$ cat src/rtl/operand2_pkg.sv
// ---------------------------------------------------------------------------
// operand2_pkg
// Shared types and helpers for the operand2 immediate encoder.
//   state_e : encoder FSM states (IDLE, SEARCH, DONE)
//   cand_e  : which form of the constant is being encoded
//             (direct value, bitwise inverse, two's-complement negation)
//   ROT_MAX : highest 4-bit rotation field value
//   IMM8_W  : width of the immediate byte
//   rol32   : 32-bit rotate-left by a 5-bit amount
// ---------------------------------------------------------------------------
package operand2_pkg;

  typedef enum logic [1:0] {
    IDLE   = 2'd0,
    SEARCH = 2'd1,
    DONE   = 2'd2
  } state_e;

  typedef enum logic [1:0] {
    CAND_DIRECT = 2'd0,
    CAND_INV    = 2'd1,
    CAND_NEG    = 2'd2
  } cand_e;

  localparam logic [3:0] ROT_MAX = 4'd15;
  localparam int         IMM8_W  = 8;

  // Rotating the doubled word left and keeping the upper half gives a
  // rotate without any shift-by-32 corner case when amount is 0.
  function automatic logic [31:0] rol32(input logic [31:0] word,
                                        input logic [4:0]  amount);
    logic [63:0] dbl;
    dbl = {word, word} << amount;
    return dbl[63:32];
  endfunction

endpackage

$ cat src/rtl/imm_rot_check.sv
// ---------------------------------------------------------------------------
// imm_rot_check
// Combinational test of one rotation lane: does word_i equal some imm8
// rotated right by 2*(base_rot_i + LANE)?
//   word_i     : candidate word under test
//   base_rot_i : rotation of lane 0 in the current group
//   hit_o      : the word is encodable at this lane's rotation
//   hit_rot_o  : this lane's rotation (base_rot_i + LANE)
//   imm8_o     : immediate byte that reproduces the word at hit_rot_o
// ---------------------------------------------------------------------------
module imm_rot_check
  import operand2_pkg::*;
#(
  parameter int LANE = 0
) (
  input  logic [31:0]       word_i,
  input  logic [3:0]        base_rot_i,
  output logic              hit_o,
  output logic [3:0]        hit_rot_o,
  output logic [IMM8_W-1:0] imm8_o
);

  logic [31:0] rotated;

  // Undoing the decoder's rotate-right means rotating left by the same
  // amount; the word is encodable when everything above the byte is zero.
  always_comb begin
    hit_rot_o = base_rot_i + 4'(LANE);
    rotated   = rol32(word_i, {hit_rot_o, 1'b0});
    hit_o     = (rotated[31:IMM8_W] == '0);
    imm8_o    = rotated[IMM8_W-1:0];
  end

endmodule

$ cat src/rtl/operand2_imm_encoder.sv
// ---------------------------------------------------------------------------
// operand2_imm_encoder
// Iteratively searches for a {rot4, imm8} operand2 encoding of a 32-bit
// constant, optionally falling back to its inverse or its negation.
//   clk, reset          : rising-edge clock, async active-high reset
//   req_valid/req_ready : request handshake (ready only in IDLE)
//   req_value           : constant to encode
//   req_alt_en          : bit0 enables inverted, bit1 enables negated
//   res_valid/res_ready : result handshake (valid only in DONE)
//   res_found           : an encoding was found
//   res_cand            : 0 direct, 1 inverted, 2 negated
//   res_src2            : {rot4, imm8}
//   res_carry_upd       : rotation is nonzero, shifter carry comes from bit31
//   res_carry           : bit31 of the encoded candidate
// ---------------------------------------------------------------------------
module operand2_imm_encoder
  import operand2_pkg::*;
#(
  parameter int ROTS_PER_CYCLE = 1
) (
  input  logic        clk,
  input  logic        reset,
  input  logic        req_valid,
  output logic        req_ready,
  input  logic [31:0] req_value,
  input  logic [1:0]  req_alt_en,
  output logic        res_valid,
  input  logic        res_ready,
  output logic        res_found,
  output logic [1:0]  res_cand,
  output logic [11:0] res_src2,
  output logic        res_carry_upd,
  output logic        res_carry
);

  localparam logic [3:0] RPC_STEP = 4'(ROTS_PER_CYCLE);
  localparam logic [3:0] RPC_M1   = 4'(ROTS_PER_CYCLE - 1);

  state_e      state_q;
  logic [31:0] value_q;
  logic [1:0]  alt_q;
  cand_e       cand_q;
  logic [3:0]  rot_q;

  logic        found_q;
  cand_e       res_cand_q;
  logic [11:0] src2_q;
  logic        carry_upd_q;
  logic        carry_q;

  logic [31:0]       word;
  logic              lane_hit [ROTS_PER_CYCLE];
  logic [3:0]        lane_rot [ROTS_PER_CYCLE];
  logic [IMM8_W-1:0] lane_imm [ROTS_PER_CYCLE];

  logic              grp_hit_d;
  logic [3:0]        grp_rot_d;
  logic [IMM8_W-1:0] grp_imm_d;
  logic              grp_last;
  logic              next_valid_d;
  cand_e             next_cand_d;

  // Form the word currently under test from the latched constant.
  always_comb begin
    case (cand_q)
      CAND_INV: word = ~value_q;
      CAND_NEG: word = 32'd0 - value_q;
      default:  word = value_q;
    endcase
  end

  for (genvar k = 0; k < ROTS_PER_CYCLE; k++) begin : g_lane
    imm_rot_check #(.LANE(k)) u_check (
      .word_i     (word),
      .base_rot_i (rot_q),
      .hit_o      (lane_hit[k]),
      .hit_rot_o  (lane_rot[k]),
      .imm8_o     (lane_imm[k])
    );
  end

  // Scan lanes from highest to lowest so the lowest hitting rotation is
  // the one left standing.
  always_comb begin
    grp_hit_d = 1'b0;
    grp_rot_d = '0;
    grp_imm_d = '0;
    for (int k = ROTS_PER_CYCLE - 1; k >= 0; k--) begin
      if (lane_hit[k]) begin
        grp_hit_d = 1'b1;
        grp_rot_d = lane_rot[k];
        grp_imm_d = lane_imm[k];
      end
    end
    grp_last = ((rot_q + RPC_M1) == ROT_MAX);
  end

  // Pick the next enabled fallback candidate in priority order, skipping
  // any that the request did not enable.
  always_comb begin
    next_valid_d = 1'b0;
    next_cand_d  = CAND_DIRECT;
    case (cand_q)
      CAND_DIRECT: begin
        if (alt_q[0]) begin
          next_valid_d = 1'b1;
          next_cand_d  = CAND_INV;
        end else if (alt_q[1]) begin
          next_valid_d = 1'b1;
          next_cand_d  = CAND_NEG;
        end
      end
      CAND_INV: begin
        if (alt_q[1]) begin
          next_valid_d = 1'b1;
          next_cand_d  = CAND_NEG;
        end
      end
      default: ;
    endcase
  end

  // Main FSM: accept in IDLE, test one rotation group per SEARCH cycle,
  // hold the registered result in DONE until consumed. Result registers
  // are cleared on accept so a failed search reports all zeros.
  always_ff @(posedge clk or posedge reset) begin
    if (reset) begin
      state_q     <= IDLE;
      value_q     <= '0;
      alt_q       <= '0;
      cand_q      <= CAND_DIRECT;
      rot_q       <= '0;
      found_q     <= 1'b0;
      res_cand_q  <= CAND_DIRECT;
      src2_q      <= '0;
      carry_upd_q <= 1'b0;
      carry_q     <= 1'b0;
    end else begin
      case (state_q)
        IDLE: begin
          if (req_valid) begin
            value_q     <= req_value;
            alt_q       <= req_alt_en;
            cand_q      <= CAND_DIRECT;
            rot_q       <= '0;
            found_q     <= 1'b0;
            res_cand_q  <= CAND_DIRECT;
            src2_q      <= '0;
            carry_upd_q <= 1'b0;
            carry_q     <= 1'b0;
            state_q     <= SEARCH;
          end
        end
        SEARCH: begin
          if (grp_hit_d) begin
            found_q     <= 1'b1;
            res_cand_q  <= cand_q;
            src2_q      <= {grp_rot_d, grp_imm_d};
            carry_upd_q <= (grp_rot_d != 4'd0);
            carry_q     <= word[31];
            state_q     <= DONE;
          end else if (!grp_last) begin
            rot_q <= rot_q + RPC_STEP;
          end else if (next_valid_d) begin
            cand_q <= next_cand_d;
            rot_q  <= '0;
          end else begin
            state_q <= DONE;
          end
        end
        DONE: begin
          if (res_ready) state_q <= IDLE;
        end
        default: state_q <= IDLE;
      endcase
    end
  end

  assign req_ready     = (state_q == IDLE);
  assign res_valid     = (state_q == DONE);
  assign res_found     = found_q;
  assign res_cand      = res_cand_q;
  assign res_src2      = src2_q;
  assign res_carry_upd = carry_upd_q;
  assign res_carry     = carry_q;

endmodule

$ cat config.mk
export PLATFORM = sky130hd
export DESIGN_NAME = operand2_imm_encoder
export DESIGN_NICKNAME = d
export VERILOG_FILES = /design/src/rtl/operand2_pkg.sv /design/src/rtl/imm_rot_check.sv /design/src/rtl/operand2_imm_encoder.sv
export SDC_FILE = /design/constraint.sdc
export NUM_CORES = 1
export LEC_CHECK = 0
export CORE_MARGIN = 2
export CORE_UTILIZATION = 41
export CTS_CLUSTER_SIZE = 24
export DETAILED_ROUTE_END_ITERATION = 12
export GPL_TIMING_DRIVEN = 0
export PLACE_DENSITY = 0.68
export SYNTH_ARGS = -nofsm -noshare
export SYNTH_HDL_FRONTEND = slang
export SYNTH_HIERARCHICAL = 1
export SYNTH_SLANG_ARGS = --single-unit
$ cat constraint.sdc
create_clock -name clk -period 3.7 [get_ports clk]
set_input_delay 0.74 -clock clk [delete_from_list [all_inputs] [get_ports clk]]
set_output_delay 0.74 -clock clk [all_outputs]
set_load 0.03 [all_outputs]
* Word-level counts from Yosys, hierarchy flattened
Index checks and enable logic that the tools add are counted.
Cells by class: $add $sub $neg 2, eq/ne operators 14, shift operators 1, muxes and demuxes 38, bitwise gates (word level) 1, reduce and logical (&&, ||, !) cells 10
Operators with widths (number):
- case mux 32 bit (2 select lines) | 1
- << shifter 64 x 5 -> 64 bit | 1
- inverter 32 bit | 1
- subtractor 1 x 32 -> 32 bit (first input constant) | 1
- logical NOT 24 bit | 1
- two-way mux 12 bit | 2
- two-way mux 2 bit | 12
- case mux 12 bit (2 select lines) | 1
- two-way mux 4 bit | 5
- case mux 2 bit (2 select lines) | 3
- != test 2 bit (second input constant) | 5
- != test 3 bit (second input constant) | 3
- two-way mux 8 bit | 1
- case mux 1 bit (2 select lines) | 4
- case mux 4 bit (2 select lines) | 1
- AND reduction 4 bit | 2
- two-way mux 1 bit | 7
- case mux 2 bit (3 select lines) | 1
- AND reduction 5 bit | 1
- adder 4 x 1 -> 4 bit (second input constant) | 1
- == test 2 x 1 -> 1 bit (second input constant) | 2
- == test 2 bit (second input constant) | 2
- == test 4 bit (second input constant) | 1
- logical NOT 2 bit | 2
- 5 further kinds | 5
Word-level totals: flip-flop bits (word level) 59, input port bits 38, output and inout port bits 19, logic and storage cells 76

* Depth between registers and ports, before layout
depth after elaboration 8, gate-level depth with buffers 18, mapped depth without buffers 16

* By module
Netlist, hierarchy kept.
By module, submodules not included:
- operand2_imm_encoder | times used 1, cells an instance 472, area each 3704.8 µm², sequential area each 1476.4 µm²
- imm_rot_check | times used 1, cells an instance 190, area each 1467.7 µm², sequential area each 0.0 µm²

* Least setup slack after synthesis
OpenSTA, ideal clock, no wires.
kind reg-to-reg, start point register value_q[1], end point register src2_q[0] (netlist: res_src2[0]), setup time 121 ps, data arrival time 3988 ps, data required time 3579 ps, path slack -409 ps, cell stages (with the launch flop) 17, path buffers 1, clock period less this slack 4109 ps, cells stage by stage dfrtp_1 -> inv_1 -> ha_1 -> nor3b_2 -> nand3_4 -> nor3_2 -> nor3_1 -> a311o_1 -> mux4_2 -> nor3_1 -> a31oi_1 -> a311o_1 -> a2111oi_2 -> and2_1 -> nor2_1 -> clkbuf_1 -> a22o_1
On the way: word-level cells in the longest chain between the ends 7, elaborated cells on any way between the ends 11, classes of those cells add/sub (1); eq/ne (1); shift (1); mux (5); bitwise (1); reduce/logical (2)
RTL lines:
- start: declaration | line operand2_imm_encoder.sv:40 | logic [31:0] value_q;
- start signal: assignment | line operand2_imm_encoder.sv:142 | value_q <= req_value;
- subtractor 1 x 32 -> 32 bit | line operand2_imm_encoder.sv:67 | CAND_NEG: word = 32'd0 - value_q;
- case mux 32 bit (2 select lines) | line operand2_imm_encoder.sv:65 | case (cand_q)
- net word[26] | line operand2_imm_encoder.sv:51 | logic [31:0] word;
- << shifter 64 x 5 -> 64 bit | line operand2_pkg.sv:33 | dbl = {word, word} << amount;
- logical NOT 24 bit | line imm_rot_check.sv:30 | hit_o = (rotated[31:IMM8_W] == '0);
- two-way mux 1 bit | line operand2_imm_encoder.sv:89 | if (lane_hit[k]) begin
- net grp_hit_d | line operand2_imm_encoder.sv:56 | logic grp_hit_d;
- != test 2 bit (no source line)
- AND reduction 3 bit (no source line)
- end signal: assignment | line operand2_imm_encoder.sv:158 | src2_q <= {grp_rot_d, grp_imm_d};
- end: declaration | line operand2_imm_encoder.sv:47 | logic [11:0] src2_q;
The timed path passes the listed nets, and every way through them passes these cells. The select of a mux whose other input is x is not followed. A chain may end at the register's enable or synchronous reset.

* Final worst setup path
start point register cand_q[0], end point register rot_q[0]
On the way: word-level cells in the longest chain between the ends 7, elaborated cells on any way between the ends 11, classes of those cells eq/ne (4); shift (1); mux (3); reduce/logical (3)
RTL lines:
- start: declaration | line operand2_imm_encoder.sv:42 | cand_e cand_q;
- start signal: assignment | line operand2_imm_encoder.sv:165 | cand_q <= next_cand_d;
- == test 2 bit or == test 2 x 1 -> 1 bit (tied branches) | line operand2_imm_encoder.sv:65
- case mux 32 bit (2 select lines) * | line operand2_imm_encoder.sv:65
- net word[4] | line operand2_imm_encoder.sv:51
- << shifter 64 x 5 -> 64 bit * | line operand2_pkg.sv:33
- logical NOT 24 bit * | line imm_rot_check.sv:30
- two-way mux 1 bit * | line operand2_imm_encoder.sv:89
- net grp_hit_d | line operand2_imm_encoder.sv:56
- != test 2 bit (no source line) *
- AND reduction 4 bit (no source line) *
- end signal: assignment | line operand2_imm_encoder.sv:163 | rot_q <= rot_q + RPC_STEP;
- end: declaration | line operand2_imm_encoder.sv:43 | logic [3:0] rot_q;
The timed path passes the listed nets; every way through them passes the cells marked *.

==> results.yml <==
place:
  gp_congestion: 0.970
  dp_worst_setup_slack_ns: -1.02
  dp_hpwl_mm: 12.9
  portBuffers: 56
  dpl.cell_count: 892
  postPlaceCellArea_um2: 6070
critical_path:
  ff2ff_path_depth: 19
  cp.arrival_ns: 4.43
  crit_fanout: 10
  cpMaxStageDelayCell: "a311o_1"
  cp-start-kind: "register"
  crit_required_ns: 3.94
  crit_type: "register to register"
  path_delay_family: "compound AO/OA/AOI/OAI gates"
  worst-path-buf-inv: 6
  reg2reg_slack_ns: -0.49
  critPathCaptureType: "register"
  slowest_delay_ns: 0.40
  critical_path.cell_chain: "inv_1 -> ha_1 -> inv_2 -> clkbuf_2 -> nor2_1 -> o21ai_0 -> mux2i_2 -> mux2_2 -> mux2i_2 -> o2111ai_2 -> a311o_1 -> a2111oi_4 -> buf_4 -> nor2_2 -> o21ai_2 -> buf_4 -> buf_6 -> nand2_1 -> o41ai_2"
  path_depth: 19
clock_network:
  clk_latency_ns: 0.34
  clockRootBuffer: "clkbuf_16"
  h-tree-depth: 3
  cts.sinks: 59
  path_clk_slew_ns: 0.06
  cts_made_buffers: 9
  cts_buffer_depth: 2
  cts_tree: "built"
  cts_hold_buf: 0
detailed_routing:
  avgRoutedWirePerCell_um: 19.2
  via_per_inst: 6.04
  ant_nets: 0
  wl_mm: 18.5
  vias: 5817
  drc: 0
  dr.first_iter.drc_count: 543
  drt_pass1_iterations: 6
die:
  rows: 41
  die_area_um2: 13500
  die_y_um: 116
  ios: 57
  core_area_um2: 12500
  die_w_um: 116
  start_util: 0.415
grt:
  grt_overflow: 0
  grt_pass1_vias: 5593
  grt_max_degree: 37
  grt.busiest_layer: "met2"
  antenna_found_initial: 0
  grt_usage: 0.278
  met1_usage: 0.365
  globalRouteMet2Util: 0.464
  grt_pass1_wl_mm: 29.3
  grtUsageMet3: 0.0384
layout:
  finalInstanceArea_um2: 7270
  finalNetCount: 829
  layout-drive-gt1-share: 0.290
  layout_commonest_cell: "nand2_1"
  synthToLayoutAreaGrowth_pct: 40.6
  final_cells: 963
  mostFrequentLayoutCells: "nand2_1 (143), buf_4 (59), clkdlybuf4s50_1 (56), nor2_1 (49), dfrtp_1 (49)"
  multi_input_area_um2: 3850
  num-fill-cells: 1078
  num_antenna_cells: 0
  final_util: 0.584
  seq_area_um2: 1490
sta:
  finalSetupViolations: 25
  relSlewSlack: 0.545
  timing.final.hold_violations: 0
  period_share: 1.13
  fmax_mhz: 239
  slew_viol_final: 0
  finalCriticalPeriod_ns: 4.19
  setup_ws_ns: -0.487
  skew_ns: 0.00806
  fin_hold_ws_ns: 0.489
  tightestPinTransition_ns: 0.683
  rsz0062_at_grt: "yes"
synthesis:
  avgSynthCellArea_um2: 7.81
  synth_edf_count: 0
  ys_seq_area_frac: 0.285
  yosysTopAreaCellShare: 0.285
  syn-instance-count: 662
  syn_area_um2: 5170
  synth_ff_type: "dfrtp_1"
  mappedNetlistNets: 705
  async_flop_share: 1.00
  synth_top_area_cell: "dfrtp_1"
  synth_cell_types: 71
  synth_warnings: 6
  ys_ff_latch: 59
  synthTopCellsByArea: "dfrtp_1 (29%), nand2_1 (11%), o21ai_0 (6.3%)"
run_status:
  violations: "negative setup slack"
  status: "complete, but fails checks"
hold_path:
  min_path_cells: 2
  hp-class: "register to register"
pwr:
  irDropWorstVdd_uv: 433
  leakagePower_nw: 3.00
  power_density_nw_per_um2: 974
job:
  cap_viol_max_count: 0
## cells by family (layout without fill, tap and decap cells)
logic type,count (synthesis),after routing,share of synthesized area
AND/OR/NAND/NOR,303,303,0.288
AO/OA/AOI/OAI,167,167,0.211
buffers and inverters,67,196,0.0573
multiplexers,61,61,0.146
flip-flops,59,59,0.285
adder cells (fa/ha/maj),5,5,0.0121
## repair_timing
item                       4_1_cts  5_1_grt
hold endpoints to repair         0        0
pin swaps                       31       17
setup endpoints to repair       25       25
cloned                           2        0
resized for setup               82       54
setup buffers                   40       20
## flip-flops by register name, indices dropped and copies added (netlist names)
signal,cells
value_q,32
res_carry_upd,1
cand_q,2
res_cand,2
res_found,1
alt_q,2
state_q,2
res_src2,12
rot_q,4
res_carry,1
## area by class of cell
| class | count | share of cell area |
|---|---|---|
| Clock inverter | 6 | 0.00877 |
| Multi-Input combinational cell | 536 | 0.529 |
| Tap cell | 172 | 0.0296 |
| Clock buffer | 10 | 0.0329 |
| Sequential cell | 59 | 0.205 |
| Timing Repair Buffer | 120 | 0.151 |
| Buffer | 47 | 0.0373 |
| Inverter | 13 | 0.00671 |
## where the power goes
part           switching, mW  internal, mW  total [mW]
registers              0.435         0.887        1.32
clock network          0.322         0.539       0.861
logic                   2.80          2.10        4.90
total                   3.56          3.52        7.08
## stage by stage
step / power (mW) / setup TNS, ns
6_report: 7.08 / -10.78
5_1_grt: 7.50 / -15.33
4_1_cts: 6.52 / -8.41
3_5_place_dp: 5.13 / -22.60
3_3_place_gp: 5.09 / -24.35
2_1_floorplan: 4.03 / -0.466
## metal layers
layer  routed length, um  up-vias
met5                   0        -
met4                 708        0
met3                1400       71
met2                8780      308
met1                7640     2774
li1                    -     2664
## final timing paths
path	endpoint	startpoint
max in group asynchronous	value_q[16]$_DFFE_PP0P_	reset
worst max register to register	rot_q[0]$_DFFE_PP0P_	cand_q[0]$_DFFE_PP0P_
worst max-delay path	rot_q[0]$_DFFE_PP0P_	cand_q[0]$_DFFE_PP0P_
min in group asynchronous	res_carry_upd$_DFFE_PP0P_	reset
worst min register to register	res_found$_DFFE_PP0P_	res_found$_DFFE_PP0P_
worst min-delay path	res_found$_DFFE_PP0P_	res_found$_DFFE_PP0P_
## synth_stat cells, types with 4 or more instances
cell,count
nand2_1,147
o21ai_0,65
dfrtp_1,59
nor2_1,55
clkbuf_1,35
mux2i_1,29
a21oi_1,28
nor3_1,22
mux2_2,21
a22o_1,12
inv_1,11
nand3_1,10
nor4_1,10
a211oi_1,9
buf_2,9
mux4_2,9
nand4_1,8
a31oi_1,7
a211o_1,6
and2_1,6
o31ai_1,6
buf_4,5
ha_1,5
nor2b_1,5
o311ai_0,5
or3_1,5
nand2b_1,4
o41ai_1,4
## worst register-to-register path, cell delays in order (launching register included)
cell and delay [ns]:
dfrtp_1 0.37, inv_1 0.09, ha_1 0.36, inv_2 0.21
clkbuf_2 0.33, nor2_1 0.10, o21ai_0 0.25, mux2i_2 0.22
mux2_2 0.32, mux2i_2 0.19, o2111ai_2 0.12, a311o_1 0.40
a2111oi_4 0.35, buf_4 0.20, nor2_2 0.04, o21ai_2 0.16
buf_4 0.15, buf_6 0.11, nand2_1 0.06, o41ai_2 0.06
Power figures use the tool's default switching activity.
